File: config.mk
export PLATFORM = sky130hd
export DESIGN_NAME = fetch_pc
export DESIGN_NICKNAME = d
export VERILOG_FILES = /design/src/rtl/fetch_pc.sv
export SDC_FILE = /design/constraint.sdc
export NUM_CORES = 1
export LEC_CHECK = 0
export CORE_MARGIN = 2
export CORE_UTILIZATION = 35
export DETAILED_ROUTE_END_ITERATION = 6
export GPL_ROUTABILITY_DRIVEN = 0
export PLACE_DENSITY = 0.7
export SLEW_MARGIN = 20
export SYNTH_ARGS = -nofsm -noshare
export SYNTH_HDL_FRONTEND = slang
export SYNTH_SLANG_ARGS = --single-unit
export TNS_END_PERCENT = 1
File: constraint.sdc
create_clock -name CLK -period 2.24 [get_ports CLK]
set_clock_uncertainty 0.1 [all_clocks]
set_input_delay 0.336 -clock CLK [delete_from_list [all_inputs] [get_ports CLK]]
set_output_delay 0.336 -clock CLK [all_outputs]
set_load 0.02 [all_outputs]
File: src/rtl/fetch_pc.sv
// rtl/fetch_pc.sv - instruction fetch PC unit with IF/ID register and RUN/HALT fault FSM
// Optional fetch counter output CNT_IF is built only when FETCH_CNT_EN is defined.
module fetch_pc #(
    parameter logic [31:0] RESET_PC  = 32'h0000_0000,
    parameter int          MEM_BYTES = 1000
) (
    input  logic        CLK,
    input  logic        RST,
    input  logic        STALL,
    input  logic        BR_TAKEN,
    input  logic [31:0] BR_TARGET,
    output logic [31:0] DR,
    input  logic [31:0] INS_IN,
    output logic [31:0] PC_ID,
    output logic [31:0] PC4_ID,
    output logic [31:0] INS_ID,
    output logic        VALID_ID,
    output logic        FAULT
`ifdef FETCH_CNT_EN
    ,
    output logic [31:0] CNT_IF
`endif
);

    localparam logic [31:0] LAST_ADDR = 32'(MEM_BYTES - 4);

    typedef enum logic {
        S_RUN  = 1'b0,
        S_HALT = 1'b1
    } state_t;

    state_t      r_state;
    state_t      w_state_nxt;
    logic [31:0] r_pc;
    logic [31:0] r_pc_id;
    logic [31:0] r_pc4_id;
    logic [31:0] r_ins_id;
    logic        r_valid_id;

    logic [31:0] w_pc_nxt;
    logic [31:0] w_pc_id_nxt;
    logic [31:0] w_pc4_id_nxt;
    logic [31:0] w_ins_id_nxt;
    logic        w_valid_id_nxt;
    logic        w_fetch;
    logic [31:0] w_pc_plus4;
    logic [31:0] w_br_pc;
    logic        w_unused_bits;

    assign w_pc_plus4    = r_pc + 32'd4;
    assign w_br_pc       = {BR_TARGET[31:2], 2'b00};
    // Low target bits are discarded by word alignment.
    assign w_unused_bits = &{1'b0, BR_TARGET[1:0]};

    always_comb begin
        w_state_nxt    = r_state;
        w_pc_nxt       = r_pc;
        w_pc_id_nxt    = r_pc_id;
        w_pc4_id_nxt   = r_pc4_id;
        w_ins_id_nxt   = r_ins_id;
        w_valid_id_nxt = r_valid_id;
        w_fetch        = 1'b0;
        case (r_state)
            S_RUN: begin
                if (BR_TAKEN) begin
                    // Redirect wins over stall and squashes the word being fetched.
                    w_pc_nxt       = w_br_pc;
                    w_ins_id_nxt   = 32'd0;
                    w_valid_id_nxt = 1'b0;
                end else if (!STALL) begin
                    if (r_pc <= LAST_ADDR) begin
                        w_pc_nxt       = w_pc_plus4;
                        w_pc_id_nxt    = r_pc;
                        w_pc4_id_nxt   = w_pc_plus4;
                        w_ins_id_nxt   = INS_IN;
                        w_valid_id_nxt = 1'b1;
                        w_fetch        = 1'b1;
                    end else begin
                        w_state_nxt    = S_HALT;
                        w_ins_id_nxt   = 32'd0;
                        w_valid_id_nxt = 1'b0;
                    end
                end
            end
            S_HALT: begin
                w_valid_id_nxt = 1'b0;
                if (BR_TAKEN) begin
                    w_state_nxt  = S_RUN;
                    w_pc_nxt     = w_br_pc;
                    w_ins_id_nxt = 32'd0;
                end
            end
            default: begin
                w_state_nxt = S_RUN;
            end
        endcase
    end

    always_ff @(posedge CLK) begin
        if (RST) begin
            r_state    <= S_RUN;
            r_pc       <= RESET_PC;
            r_pc_id    <= 32'd0;
            r_pc4_id   <= 32'd0;
            r_ins_id   <= 32'd0;
            r_valid_id <= 1'b0;
        end else begin
            r_state    <= w_state_nxt;
            r_pc       <= w_pc_nxt;
            r_pc_id    <= w_pc_id_nxt;
            r_pc4_id   <= w_pc4_id_nxt;
            r_ins_id   <= w_ins_id_nxt;
            r_valid_id <= w_valid_id_nxt;
        end
    end

`ifdef FETCH_CNT_EN
    logic [31:0] r_cnt_if;

    always_ff @(posedge CLK) begin
        if (RST) begin
            r_cnt_if <= 32'd0;
        end else if (w_fetch) begin
            r_cnt_if <= r_cnt_if + 32'd1;
        end
    end

    assign CNT_IF = r_cnt_if;
`else
    logic w_unused_fetch;
    assign w_unused_fetch = w_fetch;
`endif

    assign DR       = r_pc;
    assign PC_ID    = r_pc_id;
    assign PC4_ID   = r_pc4_id;
    assign INS_ID   = r_ins_id;
    assign VALID_ID = r_valid_id;
    assign FAULT    = (r_state == S_HALT);

endmodule

### After elaboration in Yosys (flattened, before gate mapping)

Index checks and enable logic that the tools add are counted.

* logic and storage cells: 36
* input bits: 68
* output and inout bits: 130
* RAM bits: 0
* ROM bits: 0
* flip-flop bits (word level): 130
* bits in latches: 0
* memories: 0

* shift operators: 0
* bitwise operators: 3
* $mul: 0
* $lt $le $gt $ge: 1
* div/mod/pow operators: 0
* mux-type cells: 19
* $add $sub $neg: 1
* equality and inequality tests: 3
* reduce and logical (&&, ||, !) cells: 3

Operator list (number)
* two-way mux 32 bit: 8
* case mux 32 bit (2 select lines): 2
* adder 32 x 3 -> 32 bit (second input constant): 1
* less-or-equal comparator 32 x 10 -> 1 bit (second input constant): 1
* two-way mux 1 bit: 7
* != test 3 bit (second input constant): 2
* case mux 1 bit (2 select lines): 2
* AND reduction 4 bit: 1
* NOT 1 bit: 3
* AND reduction 3 bit: 1
* != test 2 bit (second input constant): 1
* AND reduction 2 bit: 1

### Depth between registers and ports, before layout

* word-level depth: 5
* mapped depth: 8

### Worst setup path after synthesis

OpenSTA, ideal clock, no wires.

* kind: flip-flop to flip-flop
* start point: register r_pc[2], in the netlist DR[2]
* end point: register r_pc4_id[12], in the netlist PC4_ID[12]
* data arrival time: 1.957 ns
* setup time: 0.115 ns
* cell stages (with the launch flop): 8
* path slack: 0.068 ns
* required time: 2.025 ns
* cells stage by stage: dfxtp_1 ha_1 nor2_1 o211a_1 nor4b_4 nor2_2 clkbuf_1 and2_1

* longest elaborated chain between the ends: 2
* elaborated cells between the ends (all ways): 3
* classes of those cells: 1 x add/sub; 1 x order compare; 1 x reduce/logical

RTL lines
* start: declaration: RTL line 34 `logic [31:0] r_pc;`
* start signal: assignment: RTL line 109 `r_pc <= w_pc_nxt;`
* less-or-equal comparator 32 x 10 -> 1 bit: RTL line 71 `if (r_pc <= LAST_ADDR) begin`
* AND reduction 4 bit (no source line)
* end signal: assignment: RTL line 111 `r_pc4_id <= w_pc4_id_nxt;`
* end: declaration: RTL line 36 `logic [31:0] r_pc4_id;`

Several ways; a longest one is shown, not always the timed one.
A chain may end at the register's enable or synchronous reset.

### Final worst setup path

* start point: register r_pc[26], in the netlist DR[26]
* end point: register r_pc[28], in the netlist DR[28]

* longest elaborated chain between the ends: 5
* elaborated cells between the ends (all ways): 8
* classes of those cells: 1 x add/sub; 1 x order compare; 1 x eq/ne; 4 x mux; 1 x reduce/logical

RTL lines
* adder 32 x 3 -> 32 bit: RTL line 50 `assign w_pc_plus4 = r_pc + 32'd4;`
* two-way mux 32 bit: RTL line 71
* two-way mux 32 bit: RTL line 70 `end else if (!STALL) begin`
* two-way mux 32 bit: RTL line 65 `if (BR_TAKEN) begin`
* case mux 32 bit (2 select lines): RTL line 63 `case (r_state)`

Several ways; a longest one is shown, not always the timed one. The select of a mux whose other input is x is not followed.

==> out/qor.yml <==
outcome:
  status: "finished clean"
placement:
  numPortBuffers: 189
  dpl.hpwl_mm: 9.088
  place_ws_ns: -0.2159
  placedCellCount: 775
synth:
  netlist.area_leader.share: 0.5598
  synth_top_flop_cell: "dfxtp_1"
  synth.ff_latch_count: 124
  yosysWarnings: 0
  synth-seq-area-share: 0.5598
  synthDistinctLibCells: 46
  syn_avg_cell_area_um2: 10.89
  yosys-top-cells-area: "dfxtp_1, a22o_1, and2_1"
  syn_area_um2: 4434
  syn_inst: 407
  yosys.area.top_type: "dfxtp_1"
  synth_edf_count: 0
  async_reset_ff_frac: 0
clock_network:
  cts.path.max_buffers: 2
  clock-sinks: 124
  cts_hold_buf: 0
  numCtsBuffers: 17
  clkTransAtPathRegs_ns: 0.06
  ctsHtreeMaxLevel: 4
  cts_tree: "built"
  post_cts_buffers: 0
  clkLatencyLatePin_ns: 0.41
  clockRootBuffer: "clkbuf_16"
power_and_ir_drop:
  power.leakage_nw: 2.722
  power_density_nw_per_um2: 743.7
  peakVddDrop_v: 0.0003933
critical_path:
  crit_family: "simple AND/OR/NAND/NOR gates"
  crit_fanout: 13
  crit_path_end_kind: "register"
  required_ns: 2.44
  critPathArrivalTime_ns: 2.28
  crit_path_start_kind: "register"
  crit_path_cell_trace: "nor4_2 > nand4_4 > buf_4 > nor3_2 > nor3_1 > buf_4 > a22o_1"
  path_class: "register to register"
  cp_slowest_cell: "nor4_2"
  path_buf_inv: 2
  slowest_delay_ns: 0.40
  cpMostUsedCell: "buf_4"
route:
  route.met3.wl_um: 995
  via_count: 3875
  m1WireLength_mm: 5.473
  dr_wl_met2_mm: 5.785
  final_antenna_net_count: 0
  routed.top_layer: "met4"
  viasPerCell: 4.802
  drc_errors: 0
  first_pass_iters: 4
  wl_per_cell_um: 15.63
  drt-total-wl_mm: 12.62
  drt_iter0_drc: 198
sta:
  slew_violations: 0
  setup_viol: 0
  worst_pin_slew_ns: 0.6880
  slew_headroom: 0.5403
  fin_crit_sh: 0.9302
  fin_ws_ns: 0.1564
  layout_min_cycle_time_ns: 2.084
  rsz0062_at_grt: "false"
  clock.fmax_mhz: 479.9
  hold_violations: 0
cells_and_area:
  finish.utilization: 0.5791
  area_delta_synth_final_pct: 63.46
  seq_area_um2: 2482
  fin_nets: 693
  final_cells: 807
  filler_cell_count: 1119
  antenna_cells: 0
  drive_above_1_share: 0.1307
  multi_input_comb_area_um2: 1813
job:
  maxCapViolCount: 0
worst_hold_path:
  hp-class: "register to register"
floorplan:
  num_rows: 41
  die_width_um: 116.6
  io_pins: 198
  coreArea_um2: 12520
  dieArea_um2: 13590
  die_y_um: 116.6
  start_util: 0.3543
global_routing:
  grt_pass1_vias: 3809
  grt_use_total: 0.1863
  grt_pass1_wl_mm: 19.46
  grt_remaining_overflow: 0
  grt_antenna_before_repair: 0
  grt_max_degree: 45
-- layout by cell type, fill, tap and decap left out, types with 2 or more instances in the layout --
master	instances
nor4_1	3
nand2_1	19
inv_6	6
nor4_2	3
buf_4	30
and3_1	2
inv_1	6
nor3_1	8
o31ai_1	5
clkinvlp_4	5
a21oi_1	9
xnor2_1	4
and4_1	2
nor4b_4	2
o21ai_0	5
o211ai_1	2
clkbuf_16	17
and2_1	45
ha_1	3
a22o_1	47
clkdlybuf4s50_1	189
nor3_2	3
nor2_1	34
dfxtp_1	124
nand3_1	7
nor4_4	2
conb_1	6
xor2_1	3
mux2i_1	12
nand4_1	3
a211oi_2	7
-- metrics by stage --
step                      hold WS (ns)  TNS (ns)  instance area [um^2]  total power [mW]
after floorplan                 0.3615         0                  4453             2.557
after global placement          0.3412    -6.481                  6658             2.821
after detailed placement        0.3427    -8.667                  6658             2.830
after CTS                       0.3605         0                  7229             5.448
after global routing            0.3813         0                  7248             5.595
final                           0.3536         0                  7248             5.391
-- sequential cells by signal (all words and copies together), names as in the netlist --
name / count
DR: 30
PC_ID: 30
VALID_ID: 1
PC4_ID: 30
INS_ID: 32
FAULT: 1
-- kinds of logic after synthesis --
family,synth area share
other,0.0008457
XOR/XNOR,0.01383
AND/OR/NAND/NOR,0.1828
flip-flops,0.5598
adder cells (fa/ha/maj),0.008466
buffers and inverters,0.04120
AO/OA/AOI/OAI,0.1659
multiplexers,0.02709
-- routing by layer --
metal | up-vias | track usage
met4 | 0 | 0.09490
met2 | 158 | 0.2822
met3 | 27 | 0.06902
met5 | - | 0
li1 | 1874 | -
met1 | 1816 | 0.2332
-- timing repair --
item | CTS | global route
pin swaps | 0 | 1
setup endpoints to repair | 52 | 23
resized for setup | 2 | 3
-- where the power goes --
part           leakage, nW  switching (mW)  total (mW)  internal [mW]
combinational         1.46           0.246       0.509          0.264
clock                0.261            1.06        2.60           1.54
sequential            1.00          0.0361        2.28           2.24
-- path summary, 6_finish.rpt --
| check | startpoint | end | depth (start not counted) | slack (ns) |
|---|---|---|---|---|
| hold reg to reg | PC_ID[29] | PC_ID[29] | 1 | 0.35 |
| setup reg to reg | DR[26] | DR[28] | 7 | 0.16 |
| setup / recovery | DR[26] | DR[28] | 7 | 0.16 |
| hold / removal | PC_ID[29] | PC_ID[29] | 1 | 0.35 |
-- synth_stat cells, types with 2 or more instances --
cell / number
dfxtp_1: 124
a22o_1: 47
and2_1: 45
nor2_1: 34
nand2_1: 19
clkbuf_1: 14
mux2i_1: 12
a21oi_1: 9
nor3_1: 9
buf_2: 8
a211oi_2: 7
nand3_1: 7
buf_4: 6
inv_1: 6
o21ai_0: 5
o31ai_1: 5
nor4_1: 4
xnor2_1: 4
ha_1: 3
nand4_1: 3
nor4_2: 3
xor2_1: 3
and3_1: 2
and4_1: 2
buf_6: 2
nor3_2: 2
nor4b_4: 2
o211ai_1: 2
-- final cells by class --
| class | instances | share of cell area |
|---|---|---|
| Clock buffer | 18 | 0.05921 |
| Clock inverter | 14 | 0.01847 |
| Inverter | 6 | 0.003107 |
| Multi-Input combinational cell | 252 | 0.2501 |
| Sequential cell | 124 | 0.3425 |
| Tap cell | 172 | 0.02969 |
| Timing Repair Buffer | 221 | 0.2969 |
(Power assumes the default switching activity.)
